**config.mk**
```make
export PLATFORM = sky130hd
export DESIGN_NAME = step_pulse_gen
export DESIGN_NICKNAME = d
export VERILOG_FILES = /design/src/rtl/step_pkg.sv /design/src/rtl/sync_2ff.sv /design/src/rtl/step_pulse_gen.sv
export SDC_FILE = /design/constraint.sdc
export NUM_CORES = 1
export LEC_CHECK = 0
export CAP_MARGIN = 20
export CELL_PAD_IN_SITES_DETAIL_PLACEMENT = 1
export CELL_PAD_IN_SITES_GLOBAL_PLACEMENT = 1
export CORE_MARGIN = 4
export CORE_UTILIZATION = 44
export DETAILED_ROUTE_END_ITERATION = 12
export PLACE_DENSITY_LB_ADDON = 0.1
export SETUP_SLACK_MARGIN = 0.2
export SYNTH_ARGS = -nofsm -noshare
export SYNTH_HDL_FRONTEND = slang
export SYNTH_SLANG_ARGS = --single-unit
export TNS_END_PERCENT = 5
```
**constraint.sdc**
```tcl
create_clock -name clock -period 2.6 [get_ports clock]
set_input_delay 0.39 -clock clock [delete_from_list [all_inputs] [get_ports clock]]
set_output_delay 0.39 -clock clock [all_outputs]
set_load 0.01 [all_outputs]
```
**src/rtl/step_pkg.sv**
```systemverilog
// Shared definitions for the push-button step-pulse front end: FSM state
// encoding and default widths.
package step_pkg;

    // Default width of the debounce and repeat counters.
    localparam int CNT_W_DEF = 28;

    // Width of the press counter (wraps modulo 2^PCNT_W).
    localparam int PCNT_W = 8;

    // Debounce FSM state encoding.
    typedef enum logic [1:0] {
        IDLE         = 2'd0,
        PRESS_WAIT   = 2'd1,
        PRESSED      = 2'd2,
        RELEASE_WAIT = 2'd3
    } state_e;

endpackage

```
**src/rtl/sync_2ff.sv**
```systemverilog
// Generic two-flop synchronizer with synchronous active-high reset.
// Brings an asynchronous level (buttons, switches) into the clk_i domain.
module sync_2ff #(
    parameter int W = 1
) (
    input  logic         clk_i,
    input  logic         rst_i,
    input  logic [W-1:0] d_i,
    output logic [W-1:0] q_o
);

    logic [W-1:0] s1_q;
    logic [W-1:0] s2_q;

    // Two-stage capture; only the second stage is safe to use downstream.
    always_ff @(posedge clk_i) begin
        if (rst_i) begin
            s1_q <= '0;
            s2_q <= '0;
        end else begin
            s1_q <= d_i;
            s2_q <= s1_q;
        end
    end

    assign q_o = s2_q;

endmodule

```
**src/rtl/step_pulse_gen.sv**
```systemverilog
// Push-button front end: synchronizes and debounces a bouncing button,
// producing a clean level, a one-cycle step pulse per accepted press and a
// wrapping press counter.
// Optional build macro STEP_PULSE_AUTO_REPEAT_EN adds hold-to-repeat pulses
// (first after REPEAT_DELAY cycles of hold, then every REPEAT_PERIOD cycles).
module step_pulse_gen
    import step_pkg::*;
#(
    parameter int               CNT_W           = CNT_W_DEF,
    parameter logic [CNT_W-1:0] DEBOUNCE_CYCLES = CNT_W'(200000)
`ifdef STEP_PULSE_AUTO_REPEAT_EN
    ,
    parameter logic [CNT_W-1:0] REPEAT_DELAY    = CNT_W'(50000000),
    parameter logic [CNT_W-1:0] REPEAT_PERIOD   = CNT_W'(10000000)
`endif
) (
    input  logic              clock,
    input  logic              reset,
    input  logic              btn_raw,
    output logic              btn_level,
    output logic              step_pulse,
    output logic [PCNT_W-1:0] press_count
);

    // Last value of the debounce counter before a decision is taken.
    localparam logic [CNT_W-1:0] DB_LAST = DEBOUNCE_CYCLES - CNT_W'(1);

    logic              sync2;
    state_e            state_q, state_d;
    logic [CNT_W-1:0]  cnt_q, cnt_d;
    logic              level_q, level_d;
    logic              pulse_q, pulse_d;
    logic [PCNT_W-1:0] count_q, count_d;

`ifdef STEP_PULSE_AUTO_REPEAT_EN
    localparam logic [CNT_W-1:0] RPT_DELAY_LAST  = REPEAT_DELAY - CNT_W'(1);
    localparam logic [CNT_W-1:0] RPT_PERIOD_LAST = REPEAT_PERIOD - CNT_W'(1);

    logic [CNT_W-1:0] rpt_cnt_q, rpt_cnt_d;
    // Set once the first repeat has fired; later repeats use the period.
    logic             rpt_per_q, rpt_per_d;
`endif

    sync_2ff #(
        .W(1)
    ) u_sync (
        .clk_i(clock),
        .rst_i(reset),
        .d_i  (btn_raw),
        .q_o  (sync2)
    );

    // Next-state logic for the debounce FSM, its counters and registered outputs.
    always_comb begin
        state_d = state_q;
        cnt_d   = cnt_q;
        pulse_d = 1'b0;
`ifdef STEP_PULSE_AUTO_REPEAT_EN
        rpt_cnt_d = rpt_cnt_q;
        rpt_per_d = rpt_per_q;
`endif
        unique case (state_q)
            IDLE: begin
                if (sync2) begin
                    state_d = PRESS_WAIT;
                    cnt_d   = '0;
                end
            end
            PRESS_WAIT: begin
                if (!sync2) begin
                    state_d = IDLE;
                    cnt_d   = '0;
                end else if (cnt_q == DB_LAST) begin
                    state_d = PRESSED;
                    cnt_d   = '0;
                    pulse_d = 1'b1;
`ifdef STEP_PULSE_AUTO_REPEAT_EN
                    rpt_cnt_d = '0;
                    rpt_per_d = 1'b0;
`endif
                end else begin
                    cnt_d = cnt_q + CNT_W'(1);
                end
            end
            PRESSED: begin
                if (!sync2) begin
                    state_d = RELEASE_WAIT;
                    cnt_d   = '0;
`ifdef STEP_PULSE_AUTO_REPEAT_EN
                    rpt_cnt_d = '0;
                    rpt_per_d = 1'b0;
`endif
                end else begin
`ifdef STEP_PULSE_AUTO_REPEAT_EN
                    if (rpt_cnt_q == (rpt_per_q ? RPT_PERIOD_LAST : RPT_DELAY_LAST)) begin
                        pulse_d   = 1'b1;
                        rpt_cnt_d = '0;
                        rpt_per_d = 1'b1;
                    end else begin
                        rpt_cnt_d = rpt_cnt_q + CNT_W'(1);
                    end
`else
                    state_d = PRESSED;
`endif
                end
            end
            RELEASE_WAIT: begin
                if (sync2) begin
                    // Release bounce: back to held, no new pulse.
                    state_d = PRESSED;
                    cnt_d   = '0;
`ifdef STEP_PULSE_AUTO_REPEAT_EN
                    rpt_cnt_d = '0;
                    rpt_per_d = 1'b0;
`endif
                end else if (cnt_q == DB_LAST) begin
                    state_d = IDLE;
                    cnt_d   = '0;
                end else begin
                    cnt_d = cnt_q + CNT_W'(1);
                end
            end
            default: begin
                state_d = IDLE;
                cnt_d   = '0;
            end
        endcase
        level_d = (state_d == PRESSED) || (state_d == RELEASE_WAIT);
        count_d = count_q + {{(PCNT_W-1){1'b0}}, pulse_d};
    end

    // State, counter and output registers with synchronous reset.
    always_ff @(posedge clock) begin
        if (reset) begin
            state_q <= IDLE;
            cnt_q   <= '0;
            level_q <= 1'b0;
            pulse_q <= 1'b0;
            count_q <= '0;
`ifdef STEP_PULSE_AUTO_REPEAT_EN
            rpt_cnt_q <= '0;
            rpt_per_q <= 1'b0;
`endif
        end else begin
            state_q <= state_d;
            cnt_q   <= cnt_d;
            level_q <= level_d;
            pulse_q <= pulse_d;
            count_q <= count_d;
`ifdef STEP_PULSE_AUTO_REPEAT_EN
            rpt_cnt_q <= rpt_cnt_d;
            rpt_per_q <= rpt_per_d;
`endif
        end
    end

    assign btn_level   = level_q;
    assign step_pulse  = pulse_q;
    assign press_count = count_q;

endmodule

```
==> flow_summary.toml <==
[synth]
syn_nets = 249
synth-main-ff-cell = "dfxtp_1"
synth_edf_count = 0
synth_cell_types = 46
syn_inst = 243
ys_seq_area_share_pct = 40.07
synth_area_um2 = 2048
yosysWarnings = 0
avgSynthCellArea_um2 = 8.429
ys_seq_elements = 41
ys_async_sr_fraction_pct = 0

[critical_path]
critPathMaxFanout = 6
cpMaxStageDelayCell = "or4b_1"
reg2reg_slack_ns = 0.18
worstSetupStartpointType = "flop"
r2r_start = "cnt_q[12]"
critPathTopFamily = "simple AND/OR/NAND/NOR gates"
path_buf_inv = 0
critical_path.cell_chain = "or4b_1, or4_4, nor2_2, nand2_1, nor2_2, ha_2, and3_4, nand3_1, xor2_1, nor2_1"
end_kind = "flop"
crit_arrival_ns = 2.60
startpoint = "cnt_q[12]"
worstSetupPathType = "reg2reg"
path_common_cell = "nor2_2"
cp.required_ns = 2.79
critical-path-max-stage-delay_ns = 0.49

[global_route]
antenna_found_initial = 0
grt_pass1_vias = 1853
grt_usage_pct = 19.40
grt_pass1_wl_um = 9218
grt_max_degree = 17
overflow = 0

[floorplan]
initial_core_util_pct = 46.09
die-area_um2 = 5810
die_y_um = 76.23
pin_count = 13
placement_rows = 24
die_w_um = 76.23
core_region_area_um2 = 4444

[layout]
mostFrequentLayoutCells = "dfxtp_1 (40), nor2_1 (27), nand2_1 (20)"
n_fill_cell = 550
layout_commonest_cell = "dfxtp_1"
drive_gt1_share_pct = 14.23
finalNetCount = 272
antenna_cells = 0
register_area_um2 = 822.0
final_cell_area_um2 = 2442
multi_input_area_um2 = 1187
area_growth_pct = 19.24

[timing]
skew_ns = 0.003070
rsz0062_at_grt = "true"
clock.fmax_mhz = 413.7
slew_headroom_pct = 63.79
fin_crit_ns = 2.417
fin_crit_sh_pct = 92.97
setup_violations = 0
tightest_slew_ns = 0.5382
finalSetupTns_ns = 0
maxSlewViolCount = 0
timing.final.ws_setup_ns = 0.1827
hold_viol_final = 0

[clocking]
htree_levels = 2
cts_sinks = 41
cts_tree = "built"
numCtsBuffers = 5
cts.path.max_buffers = 2
worstSkewPairLatency_ns = 0.29
cts_hold_buf = 0
cts-root-buf = "clkbuf_8"
clkTransAtPathRegs_ns = 0.08

[placed_design]
pre_cts_slack_ns = 0.09547
placed_area_um2 = 2296
gp_congestion = 0.8336
dp_hpwl_um = 3869
port_buffers = 12

[route]
vias = 1903
remaining_drc_errors = 0
drt_iter0_markers = 90
antenna_left = 0
wl_um = 5332
first_pass_iters = 4
vias_per_cell = 5.966
drt-wirelength-per-cell_um = 16.71

[power]
ir_drop_v = 0.0002529
power_leakage_nw = 0.8105
cellPowerDensity_nw_per_um2 = 493.0

[outcome]
status = "finished clean"

[min_path]
min_from = "u_sync.s1_q"
hold_class = "reg2reg"

[job]
maxCapViolations = 0
synth_stat cells (3+ instances only):
master	instances	area [um^2]
clkbuf_1	7	26.28
o21ai_0	3	15.01
nand3_1	18	90.09
ha_1	3	37.54
nor2b_1	5	31.28
xor2_1	12	105.1
xnor2_1	6	52.55
nor2_1	29	108.9
and3_1	4	25.02
nor3_1	10	50.05
a21oi_1	6	30.03
nor4_1	7	43.79
nand4_1	15	93.84
or3_1	3	18.77
or4b_1	3	30.03
or4_1	3	22.52
dfxtp_1	41	820.8
inv_1	7	26.28
nand2_1	20	75.07
a31oi_1	9	56.30
final timing paths:
kind | to | depth (start not counted)
max | press_count[7] | 10
min | u_sync.q_o | 1
max reg2reg | press_count[7] | 10
min reg2reg | u_sync.q_o | 1
worst reg2reg max path, delay by kind of cell, from the launching register on:
| kind | cells | cell delay [ns] |
|---|---|---|
| xor+xnor | 1 | 0.14 |
| fa+ha+maj | 1 | 0.22 |
| flops | 1 | 0.35 |
| simple gates | 8 | 1.60 |
logic make-up after synthesis:
group                      Yosys count  share of synthesized area [%]
buffers and inverters               17                          3.360
and+or+nand+nor                    132                          34.88
xor gates and xnor gates            19                          8.491
adders and majority gates            3                          1.833
muxes                                2                          1.038
AOI/OAI and AO/OA                   29                          10.32
DFF                                 41                          40.07
cell type report:
type	count	area share, %
clock buffer	7	3.535
clock inverter	1	1.230
inverter	7	1.076
multi-input combinational	185	48.62
sequential	41	33.66
tap	52	2.664
timing repair buffer	26	9.221
metrics by stage:
| step | utilization, % | total power (W) | hold WS, ns | std cells |
|---|---|---|---|---|
| finish | 54.96 | 0.001204 | 0.4462 | 319 |
| global route | 54.96 | 0.001261 | 0.4704 | 319 |
| CTS | 54.96 | 0.001218 | 0.4483 | 319 |
| detailed placement | 51.66 | 0.0006842 | 0.4290 | 311 |
| global placement | 51.66 | 0.0006835 | 0.4191 | 311 |
| floorplan | - | 0.0006700 | 0.4138 | 243 |
flip-flops by register name, summed over array words and instances (netlist names):
signal       cells
u_sync.q_o       1
u_sync.s1_q      1
press_count      8
state_q          2
step_pulse       1
cnt_q           28
where the power goes:
part / total [W] / switching [W] / leakage, nW / internal, W
logic: 0.0000360 / 0.0000256 / 0.421 / 0.0000104
registers: 0.000633 / 0.00000278 / 0.331 / 0.000630
clock network: 0.000535 / 0.000222 / 0.0585 / 0.000313
layer usage:
metal / global-route usage, % / part of all wire [%] / vias up
met1: 26.42 / 48 / 930
met3: 4.492 / 3.6 / 7
met5: 0 / 0 / -
met4: 5.435 / 1.2 / 0
met2: 30.67 / 47 / 33
li1: - / - / 933
repair_timing:
item / CTS / global route
setup endpoints to repair: 5 / 5
resized for setup: 8 / 0
hold endpoints to repair: 0 / 0
setup buffers: 0 / 0
pin swaps: 1 / 0
(Power assumes the default switching activity.)
